===== src/rtl/strip_frame_arbiter.sv =====
// strip_frame_arbiter
//   Shares one synchronous-read frame RAM port among NUM_CH LED strip drivers.
//   It arbitrates round-robin at one read per cycle. It also manages the
//   double-buffered display bank. The bank swap waits until the strips are
//   idle and no read is in flight.
//
// Ports
//   clk          system clock, rising edge
//   rst_n        synchronous active-low reset
//   req          per-channel read request (level, held until gnt seen)
//   req_addr     per-channel byte address, channel i at [i*CH_ADDR_W +: CH_ADDR_W]
//   gnt          one-hot grant pulse, aligned with mem_addr
//   rvalid       one-hot read-valid pulse, two cycles after gnt
//   rdata        read byte, qualified by rvalid
//   mem_addr     frame RAM address {bank, channel, byte}
//   mem_dout     frame RAM read data (one-cycle latency)
//   swap_req     pulse: back buffer complete
//   frame_idle   level: all strips in latch period
//   disp_bank    bank currently displayed
//   swap_ack     pulse on the cycle disp_bank toggles
//   frame_count  completed swaps, wraps at 256

module strip_frame_arbiter #(
  parameter int NUM_CH     = 4,
  parameter int CH_ADDR_W  = 10,
  parameter int MEM_ADDR_W = 13
) (
  input  logic                          clk,
  input  logic                          rst_n,
  input  logic [NUM_CH-1:0]             req,
  input  logic [NUM_CH*CH_ADDR_W-1:0]   req_addr,
  output logic [NUM_CH-1:0]             gnt,
  output logic [NUM_CH-1:0]             rvalid,
  output logic [7:0]                    rdata,
  output logic [MEM_ADDR_W-1:0]         mem_addr,
  input  logic [7:0]                    mem_dout,
  input  logic                          swap_req,
  input  logic                          frame_idle,
  output logic                          disp_bank,
  output logic                          swap_ack,
  output logic [7:0]                    frame_count
);

  localparam int CH_W = $clog2(NUM_CH);

  logic [NUM_CH-1:0]    elig;
  logic [NUM_CH-1:0]    gnt_nxt;
  logic [NUM_CH-1:0]    rd_pipe;
  logic [CH_W-1:0]      ptr;
  logic [CH_W-1:0]      sel;
  logic [CH_W-1:0]      cand;
  logic                 found;
  logic [CH_ADDR_W-1:0] sel_addr;
  logic                 swap_pending;
  logic                 swap_go;

  always_comb begin
    // The channel granted this cycle sits out the next decision, so a held
    // request cannot be granted twice for one access.
    elig  = req & ~gnt;
    found = 1'b0;
    sel   = '0;
    cand  = '0;
    // The candidate index wraps naturally because NUM_CH is a power of two.
    for (int k = 0; k < NUM_CH; k++) begin
      cand = ptr + CH_W'(k);
      if (!found && elig[cand]) begin
        found = 1'b1;
        sel   = cand;
      end
    end

    gnt_nxt  = '0;
    sel_addr = '0;
    for (int i = 0; i < NUM_CH; i++) begin
      if (found && (sel == CH_W'(i))) begin
        gnt_nxt[i] = 1'b1;
        sel_addr   = req_addr[i*CH_ADDR_W +: CH_ADDR_W];
      end
    end

    // A grant on this edge, or one showing now, blocks the swap. The earliest
    // swap_ack is therefore two cycles after a visible grant. The bank bit in
    // an issued address is never contradicted by a swap on the same edge.
    swap_go = swap_pending & frame_idle & ~found & ~(|gnt);
  end

  always_ff @(posedge clk) begin
    if (!rst_n) begin
      gnt          <= '0;
      rvalid       <= '0;
      rd_pipe      <= '0;
      rdata        <= '0;
      mem_addr     <= '0;
      ptr          <= '0;
      swap_pending <= 1'b0;
      swap_ack     <= 1'b0;
      disp_bank    <= 1'b0;
      frame_count  <= '0;
    end else begin
      gnt <= gnt_nxt;
      if (found) begin
        mem_addr <= {disp_bank, sel, sel_addr};
        ptr      <= sel + CH_W'(1);
      end

      // gnt (T) -> RAM output (T+1) -> rdata/rvalid (T+2)
      rd_pipe <= gnt;
      rvalid  <= rd_pipe;
      if (|rd_pipe) begin
        rdata <= mem_dout;
      end

      swap_ack <= swap_go;
      if (swap_go) begin
        disp_bank   <= ~disp_bank;
        frame_count <= frame_count + 8'd1;
      end
      // A swap_req arriving with the swap re-arms the pending flag.
      swap_pending <= swap_req | (swap_pending & ~swap_go);
    end
  end

endmodule


===== config.mk =====
export PLATFORM = sky130hd
export DESIGN_NAME = strip_frame_arbiter
export DESIGN_NICKNAME = d
export VERILOG_FILES = /design/src/rtl/strip_frame_arbiter.sv
export SDC_FILE = /design/constraint.sdc
export NUM_CORES = 1
export LEC_CHECK = 0
export CAP_MARGIN = 20
export CORE_MARGIN = 4
export CORE_UTILIZATION = 45
export DETAILED_ROUTE_END_ITERATION = 10
export MAX_ROUTING_LAYER = met4
export PLACE_DENSITY = 0.86
export SYNTH_ARGS = -nofsm -noshare
export SYNTH_HDL_FRONTEND = slang
export SYNTH_SLANG_ARGS = --single-unit

===== constraint.sdc =====
create_clock -name clk -period 6 [get_ports clk]
set_input_delay 0.9 -clock clk [delete_from_list [all_inputs] [get_ports clk]]
set_output_delay 0.9 -clock clk [all_outputs]
set_load 0.03 [all_outputs]

### Word level (Yosys, flattened, before mapping)

Cells that the tools add are included.

| storage, ports and cells | value |
|---|---|
| register bits | 46 |
| latch bits | 0 |
| RAM bits | 0 |
| memory bits (read-only) | 0 |
| input port bits | 56 |
| output and inout port bits | 39 |
| logic and storage cells | 70 |
| memories | 0 |

| operators by class | value |
|---|---|
| $add $sub $neg | 5 |
| multiply operators | 0 |
| div/mod/pow operators | 0 |
| order comparisons | 4 |
| equality and inequality tests | 3 |
| shifts and indexed selects | 0 |
| muxes and demuxes | 24 |
| bitwise operators | 11 |
| reductions and logical operators | 13 |

Operators by type and width:

| kind | number |
|---|---|
| $mux W10 | 4 |
| $lt A2 B3 Y1 const B | 4 |
| $mux W1 | 12 |
| $add A8 B1 Y8 const B | 1 |
| $bmux W1 S2 | 4 |
| $mux W2 | 4 |
| $reduce_or A4 Y1 | 2 |
| $logic_and A1 B1 Y1 | 7 |
| $add A2 B1 Y2 const B | 2 |
| $add A2 B2 Y2 const B | 2 |
| $and A1 B1 Y1 | 4 |
| $and A4 B4 Y4 | 1 |
| $eq A2 B2 Y1 const B | 2 |
| $not A1 Y1 | 4 |
| $not A4 Y4 | 1 |
| $logic_not A1 Y1 | 3 |
| $eq A2 B1 Y1 const B | 1 |
| $logic_not A2 Y1 | 1 |
| $or A1 B1 Y1 | 1 |

### Depth between registers and ports, before layout

Gate-level depths: netlist of the first run.

| logic depth | value |
|---|---|
| word-level depth | 20 |
| gate-level depth with buffers | 10 |
| gate-level depth less buffers | 9 |

### Worst setup path before layout of the first run

No wires, ideal clock.

| timing | value |
|---|---|
| kind | input port to flip-flop |
| start | input port req[2] |
| end | register mem_addr[0] |
| setup time | 0.133 ns |
| data arrival time | 2.462 ns |
| data required time | 5.867 ns |
| path slack | 3.405 ns |
| stages | 9 |
| path buffers | 1 |
| cell sequence | nor2b_1 a221o_1 o21bai_1 inv_1 ha_1 clkbuf_1 o21ai_0 a22oi_1 a21oi_1 |

| on the way | value |
|---|---|
| word-level cells in the longest chain between the ends | 19 |
| elaborated cells between the ends (all ways) | 35 |
| classes of those cells | 3 x eq/ne; 20 x mux; 1 x bitwise; 11 x reduce/logical |

RTL lines:

| what | RTL line | source |
|---|---|---|
| start: declaration | 30 | `input logic [NUM_CH-1:0] req,` |
| $and A4 B4 Y4 (*) | 60 | `elig = req & ~gnt;` |
| $bmux W1 S2 | 67 | `if (!found && elig[cand]) begin` |
| $mux W1 (not written as such) | 67 |  |
| $mux W1 | 67 |  |
| $logic_not A1 Y1 | 67 |  |
| $logic_and A1 B1 Y1 | 67 |  |
| $mux W1 | 67 |  |
| $logic_not A1 Y1 | 67 |  |
| (+2 left out) | - |  |
| $logic_not A1 Y1 | 67 |  |
| $logic_and A1 B1 Y1 | 67 |  |
| $mux W2 (*) | 67 |  |
| via sel[0] | 50 | `logic [CH_W-1:0] sel;` |
| $logic_not A2 Y1 | 76 | `if (found && (sel == CH_W'(i))) begin` |
| $logic_and A1 B1 Y1 | 76 |  |
| $mux W10 (3 in series) | 76 |  |
| $mux W10 (*) | 76 |  |
| end signal: assignment | 103 | `mem_addr <= {disp_bank, sel, sel_addr};` |
| end: declaration | 35 | `output logic [MEM_ADDR_W-1:0] mem_addr,` |

Mark *: on every way through the listed nets, which the timed path passes. The rest lies on a longest branch. The select of a mux whose other input is x is not followed.
A chain may end at the register's enable or synchronous reset.

### Final worst setup path of the first run

| timing | value |
|---|---|
| start | input port req[2] |
| end | register mem_addr[2] |

Same word-level chain as after synthesis.

==> metrics, run 1 <==
outcome complete, no violations; clock latency on the worst-skew pair ~0.30 ns; DRT iter0 DRCs 178; worst clock skew about 0.0076 ns; CP max FO 21; postcts setup bufs 0; NetSw ~0.49 mW; synthesized area between 0.002 and 0.0025 mm2; most numerous cell in the Yosys netlist a21oi_1; Hold Buf Count CTS 0; gp weighted congestion roughly 0.85; CTS clk-pin slew, worst paths 0.08 ns; CORE AREA 0.004444 mm2; Post-CTS Resized 0; critical path data arrival time between 3 and 4 ns; VDD IR max 0.2047 mV; vias in the first global route around 2100; first-pass GRT wire length about 9400 um; # port buffers between 90 and 100; number of synthesis warnings 0; Post-synth EDFFs 0; actual slew at the worst max-slew pin around 1.1 ns; Period Utilization, post-route between 50 and 60%; critical path type input pin to flop; TritonRoute pass-1 iters 4; clk sinks between 40 and 50; Die Width about 76 um; DP Wirelength 4384 um; Clk pwr share around 16%; synth top area cells dfxtp_1, a21oi_1, o21ai_0; Switching Fraction roughly two fifths; Yosys top cell area share 43.86%; Inserted Clock Buffers 5; post-route ant nets 0; hold path start mem_addr[11]; maximum clock path buffer count 2; max-slew violations 0; largest area contributor in the netlist dfxtp_1; area grow syn2layout 48.45%; ys async rst share 0%; library cells used by synthesis 31; Gate power share 49.6%; total die area 0.005822 mm2; via count 2114; Fill cells a little under 400; HP Class flop to flop; Min Hold Slack 0.4606 ns; FF-to-FF Start gnt[0]; Setup violations, final 0; H-tree lvl count 2; Synth Flop Type dfxtp_1; Setup TNS 0 ns; Via density 5.407; worst setup path startpoint req[2]; Worst EP required between 6 and 7 ns; Die Height between 70 and 80 um; WL final approximately 5800 um; Mean Syn Cell Area a little over 8 um2; Crit. End Element flop; number of diodes 0; Total Nets Final 399; RSZ-0062 raised after global routing false; IO Pins 95; Synth top cells by count a21oi_1, dfxtp_1, o21ai_0; remaining global-route overflow 0; Rel. slew slack a little over a quarter; largest net degree at the start of global routing between 40 and 50; Final Hold Fails 0; share of cells above drive strength 1 approximately 2.9%; maxcap violations 0; sequential share of the synthesized area about 44%; placement row count 24; initial antenna violation count 0; post-route cell area 0.003117 mm2; clock root buffer clkbuf_8; Residual DRC 0; Hold Path Depth 2; wire per inst 14.81 um; CTS tree done; Int Pwr approximately 0.71 mW; Seq pwr share between 30% and 40%; Pleak 1.232 nW; register bit total from synthesis 46; synthesized instance count 255; placed instance area roughly 0.003 mm2; post-synth net total around 320; PwrDens a little under 400 mW/mm2; Register-to-Register Path Depth 8; Total GRT Usage between 20% and 30%; crit path time final slightly above 3 ns; FMAX 0.3220 GHz; Initial Utilization 47.24%; crit path launch type input pin
-- cell type report --
class	instances	area, um2	share of cell area, %
Tap cell	52	65.06	2.088
Inverter	17	63.81	2.047
Sequential cell	46	920.9	29.55
Clock inverter	3	21.27	0.6825
Clock buffer	5	68.82	2.208
Timing Repair Buffer	94	940.9	30.19
Multi-Input combinational cell	174	1036	33.24
-- logic make-up (layout without fill, tap and decap cells) --
group	count (synthesis)	in the layout	share of synthesized area (%)
multiplexers	8	8	3.814
flip-flops	46	46	43.86
buffers and inverters	35	119	6.793
adder cells (fa/ha/maj)	5	5	2.980
AO/OA/AOI/OAI	92	92	24.37
AND/OR/NAND/NOR	69	69	18.18
-- per-layer routing --
| layer | GRT usage [%] | up-vias | wire, um |
|---|---|---|---|
| li1 | - | 1065 | - |
| met1 | 23.04 | 936 | 2433 |
| met2 | 34.09 | 102 | 2665 |
| met3 | 7.329 | 11 | 575 |
| met4 | 7.428 | 0 | 117 |
| met5 | - | - | 0 |
-- flip-flops by register name (all words and copies together), names as in the netlist --
name,count
frame_count,8
mem_addr,13
ptr,2
disp_bank,1
swap_ack,1
rd_pipe,4
swap_pending,1
rvalid,4
rdata,8
gnt,4
-- critical path, stage by stage --
cell	delay, ns
clkdlybuf4s50_1	0.44
nor2b_1	0.34
a221o_1	0.24
o21bai_1	0.20
inv_1	0.12
ha_1	0.41
a21oi_1	0.20
o21ai_0	0.15
a22oi_1	0.19
a21oi_1	0.09
-- power groups by stage --
stage | clock network (mW) | registers, mW | logic [mW]
2_1_floorplan | 0 | 0.523 | 0.288
4_1_cts | 0.192 | 0.420 | 0.600
6_report | 0.186 | 0.420 | 0.597
3_3_place_gp | 0 | 0.424 | 0.584
5_1_grt | 0.207 | 0.429 | 0.658
3_5_place_dp | 0 | 0.426 | 0.599
-- placed cells by master, fill, tap and decap left out, drive strengths merged --
master         netlist  layout
mux2i                8       8
o31ai                6       6
and3b                1       1
and3                 6       6
clkinv               0       2
ha                   5       5
nor4b                1       1
inv                 17      17
a21oi               48      48
nor3                 1       1
dfxtp               46      46
nor2                 8       8
nor4                 3       3
nor2b                5       5
o22ai                1       1
nand3                6       6
nand2b               2       2
clkdlybuf4s50        0      94
a221o                1       1
clkbuf              15       5
nand2               18      18
a22oi               10      10
clkinvlp             0       1
o21a                 1       1
or4                  7       7
o21ai               24      24
o21bai               1       1
and2                 8       8
or3                  3       3
-- final timing paths --
path                                endpoint  slack [ns]
worst max-delay path             mem_addr[2]        2.89
worst min-delay path            mem_addr[11]        0.46
worst max register to register   mem_addr[2]        3.50
worst min register to register  mem_addr[11]        0.46
-- per-stage QoR --
stage,power (mW),util [%],cells,worst slack [ns]
2_1_floorplan,0.8107,-,255,3.405
6_report,1.202,70.13,391,2.894
3_3_place_gp,1.008,68.10,383,2.696
5_1_grt,1.294,70.13,391,2.663
4_1_cts,1.212,70.13,391,2.922
3_5_place_dp,1.025,68.10,383,2.588
(Power assumes the default switching activity.)
==> inputs of run 2 (changes only) <==
--- a/config.mk
+++ b/config.mk
@@ -7,10 +7,10 @@
 export LEC_CHECK = 0
 export CAP_MARGIN = 20
 export CORE_MARGIN = 4
-export CORE_UTILIZATION = 45
+export CORE_UTILIZATION = 41
 export DETAILED_ROUTE_END_ITERATION = 10
 export MAX_ROUTING_LAYER = met4
-export PLACE_DENSITY = 0.86
+export PLACE_DENSITY = 0.79
 export SYNTH_ARGS = -nofsm -noshare
 export SYNTH_HDL_FRONTEND = slang
 export SYNTH_SLANG_ARGS = --single-unit
==> constraint.sdc (replaced) <==
create_clock -name clk -period 2.95 [get_ports clk]
set_input_delay 0.4425 -clock clk [delete_from_list [all_inputs] [get_ports clk]]
set_output_delay 0.4425 -clock clk [all_outputs]
set_load 0.03 [all_outputs]
==> run 2 against run 1 <==
Final cell count grew 5.4%; sequential share of layout area shrank 0.89 points; critical path type unchanged; clock power grew to 2.5 times the previous value; worst setup slack lost 2.5 ns; largest power group unchanged; global-route usage shrank 0.88 points; register-to-register slack lost 3.0 ns; largest cell class unchanged; core utilization shrank 3.9 points; non-clock buffer count grew 6.
==> metrics, run 2 (same netlist as run 1, synthesis figures left out) <==
Fill cells between 400 and 500; Setup TNS 0 ns; Register Area around 920 um2; TritonRoute pass-1 iters 4; Rel. slew slack roughly half; slowest cell delay on critical path 0.53 ns; VDD IR max around 0.43 mV; vias in the first global route roughly 2100; CORE AREA approximately 0.0048 mm2; PwrDens about 810 mW/mm2; most common cell after layout, fill and taps aside clkdlybuf4s50_1; Crit. End Element flop; critical path type input pin to flop; via count about 2200; worst clock skew between 0.008 and 0.009 ns; gp weighted congestion around 0.9; clk sinks between 40 and 50; Core Util, Final roughly 66%; crit path time final about 2.6 ns; maximum clock path buffer count 2; # port buffers 94; max-slew violations 0; Tot Pwr 2.593 mW; clock root buffer clkbuf_8; outcome complete, no violations; remaining global-route overflow 0; critical path, cell by cell clkdlybuf4s50_1, and3b_1, a221o_1, o21bai_1, inv_1, ha_1, o21ai_0, a22oi_1, a21oi_1; Setup violations, final 0; initial antenna violation count 0; Final Hold Fails 0; post-route ant nets 0; Pleak around 1.3 nW; CTS tree done; Hold Path Depth 2; share of cells above drive strength 1 roughly 4.3%; largest net degree at the start of global routing 47; wire per inst between 10 and 15 um; IO Pins between 90 and 100; DRT iter0 DRCs 122; Initial Utilization between 40 and 50%; M1 GR Usage roughly 22%; CP max FO 21; Period Utilization, post-route a little under 90%; Total Nets Final ~410; Residual DRC 0; Die Height roughly 80 um; Register-to-Register Path Depth 8; max reg flops 13; RSZ-0062 raised after global routing false; actual slew at the worst max-slew pin roughly 0.76 ns; Inserted Clock Buffers 5; total die area 0.006330 mm2; Via density roughly 5.3; postcts setup bufs 0; HP Class flop to flop; GRT busiest layer met2; first-pass GRT wire length 9466 um; register with the most flip-flops mem_addr; WL final between 6000 and 7000 um; commonest cells after routing, fill and taps aside clkdlybuf4s50_1, a21oi_1, dfxtp_1, o21ai_0, nand2_1; Worst EP required 3.13 ns; clock latency on the worst-skew pair approximately 0.30 ns; slowest CP cell ha_1; CTS clk-pin slew, worst paths about 0.09 ns; H-tree lvl count 2; placement row count 25; met3 usage under 10%; crit path launch type input pin; FMAX 0.3877 GHz; number of diodes 0; Multi-input gate area around 0.0010 mm2; Total GRT Usage 19.77%; maxcap violations 0; grt met2 use between 30% and 40%; critical path data arrival time about 2.8 ns; Post-CTS Resized 0; DP Wirelength approximately 4500 um; Die Width a little under 80 um; Top Registers mem_addr: 13 flops, frame_count: 8 flops, rdata: 8 flops; Hold Buf Count CTS 0; area grow syn2layout 53.04%
-- run 2: final cells by class --
cell class	instances	share of cell area (%)
sequential	46	28.66
clock buffer	6	2.259
multi-input combinational	174	32.24
clock inverter	2	1.168
timing repair buffer	100	31.07
tap	67	2.609
inverter	17	1.986
-- run 2: per-layer routing --
metal / part of all wire (%) / vias up
met5: 0 / -
met4: 2.0 / 0
met3: 8.2 / 11
met2: 46 / 111
met1: 43 / 966
li1: - / 1077
-- run 2: worst max-delay path: cells and delay by family --
kind,cells,cell delay [ns]
fa+ha+maj,1,0.53
buf+inv,2,0.55
compound gates,5,1.05
simple gates,1,0.17
-- run 2: path summary, 6_finish.rpt --
kind                                endpoint         start  slack [ns]
worst max-delay path             mem_addr[2]        req[0]        0.37
worst min-delay path            mem_addr[10]  mem_addr[10]        0.46
worst max register to register   mem_addr[2]        gnt[0]        0.46
worst min register to register  mem_addr[10]  mem_addr[10]        0.46
-- run 2: power by group --
part | internal, mW | total (mW) | switching, mW
logic | 0.563 | 1.28 | 0.714
registers | 0.756 | 0.851 | 0.0958
clock network | 0.253 | 0.465 | 0.212
total | 1.57 | 2.59 | 1.02
-- run 2: through the flow --
stage | area (um2) | hold WS (ns) | instances | setup slack (ns)
after floorplan | 2100 | 0.4508 | 255 | 0.6836
after global placement | 3103 | 0.4431 | 404 | 0.07701
after detailed placement | 3103 | 0.4476 | 404 | 0.04440
after CTS | 3213 | 0.4600 | 412 | 0.3524
after global routing | 3213 | 0.4783 | 412 | 0.1815
final | 3213 | 0.4593 | 412 | 0.3709
==> inputs of run 3 (changes only) <==
==> constraint.sdc (replaced) <==
create_clock -name clk -period 2.95 [get_ports clk]
set_input_delay 0.4425 -clock clk [delete_from_list [all_inputs] [get_ports clk]]
set_output_delay 0.4425 -clock clk [all_outputs]
set_load 0.02 [all_outputs]
==> results of run 3 <==
Same layout as run 2 (identical final DEF). Status: complete, no violations.
Main changes from that run: total power 2.593 mW -> 2.509 mW; worst IR drop on VDD 0.4279 mV -> 0.4125 mV
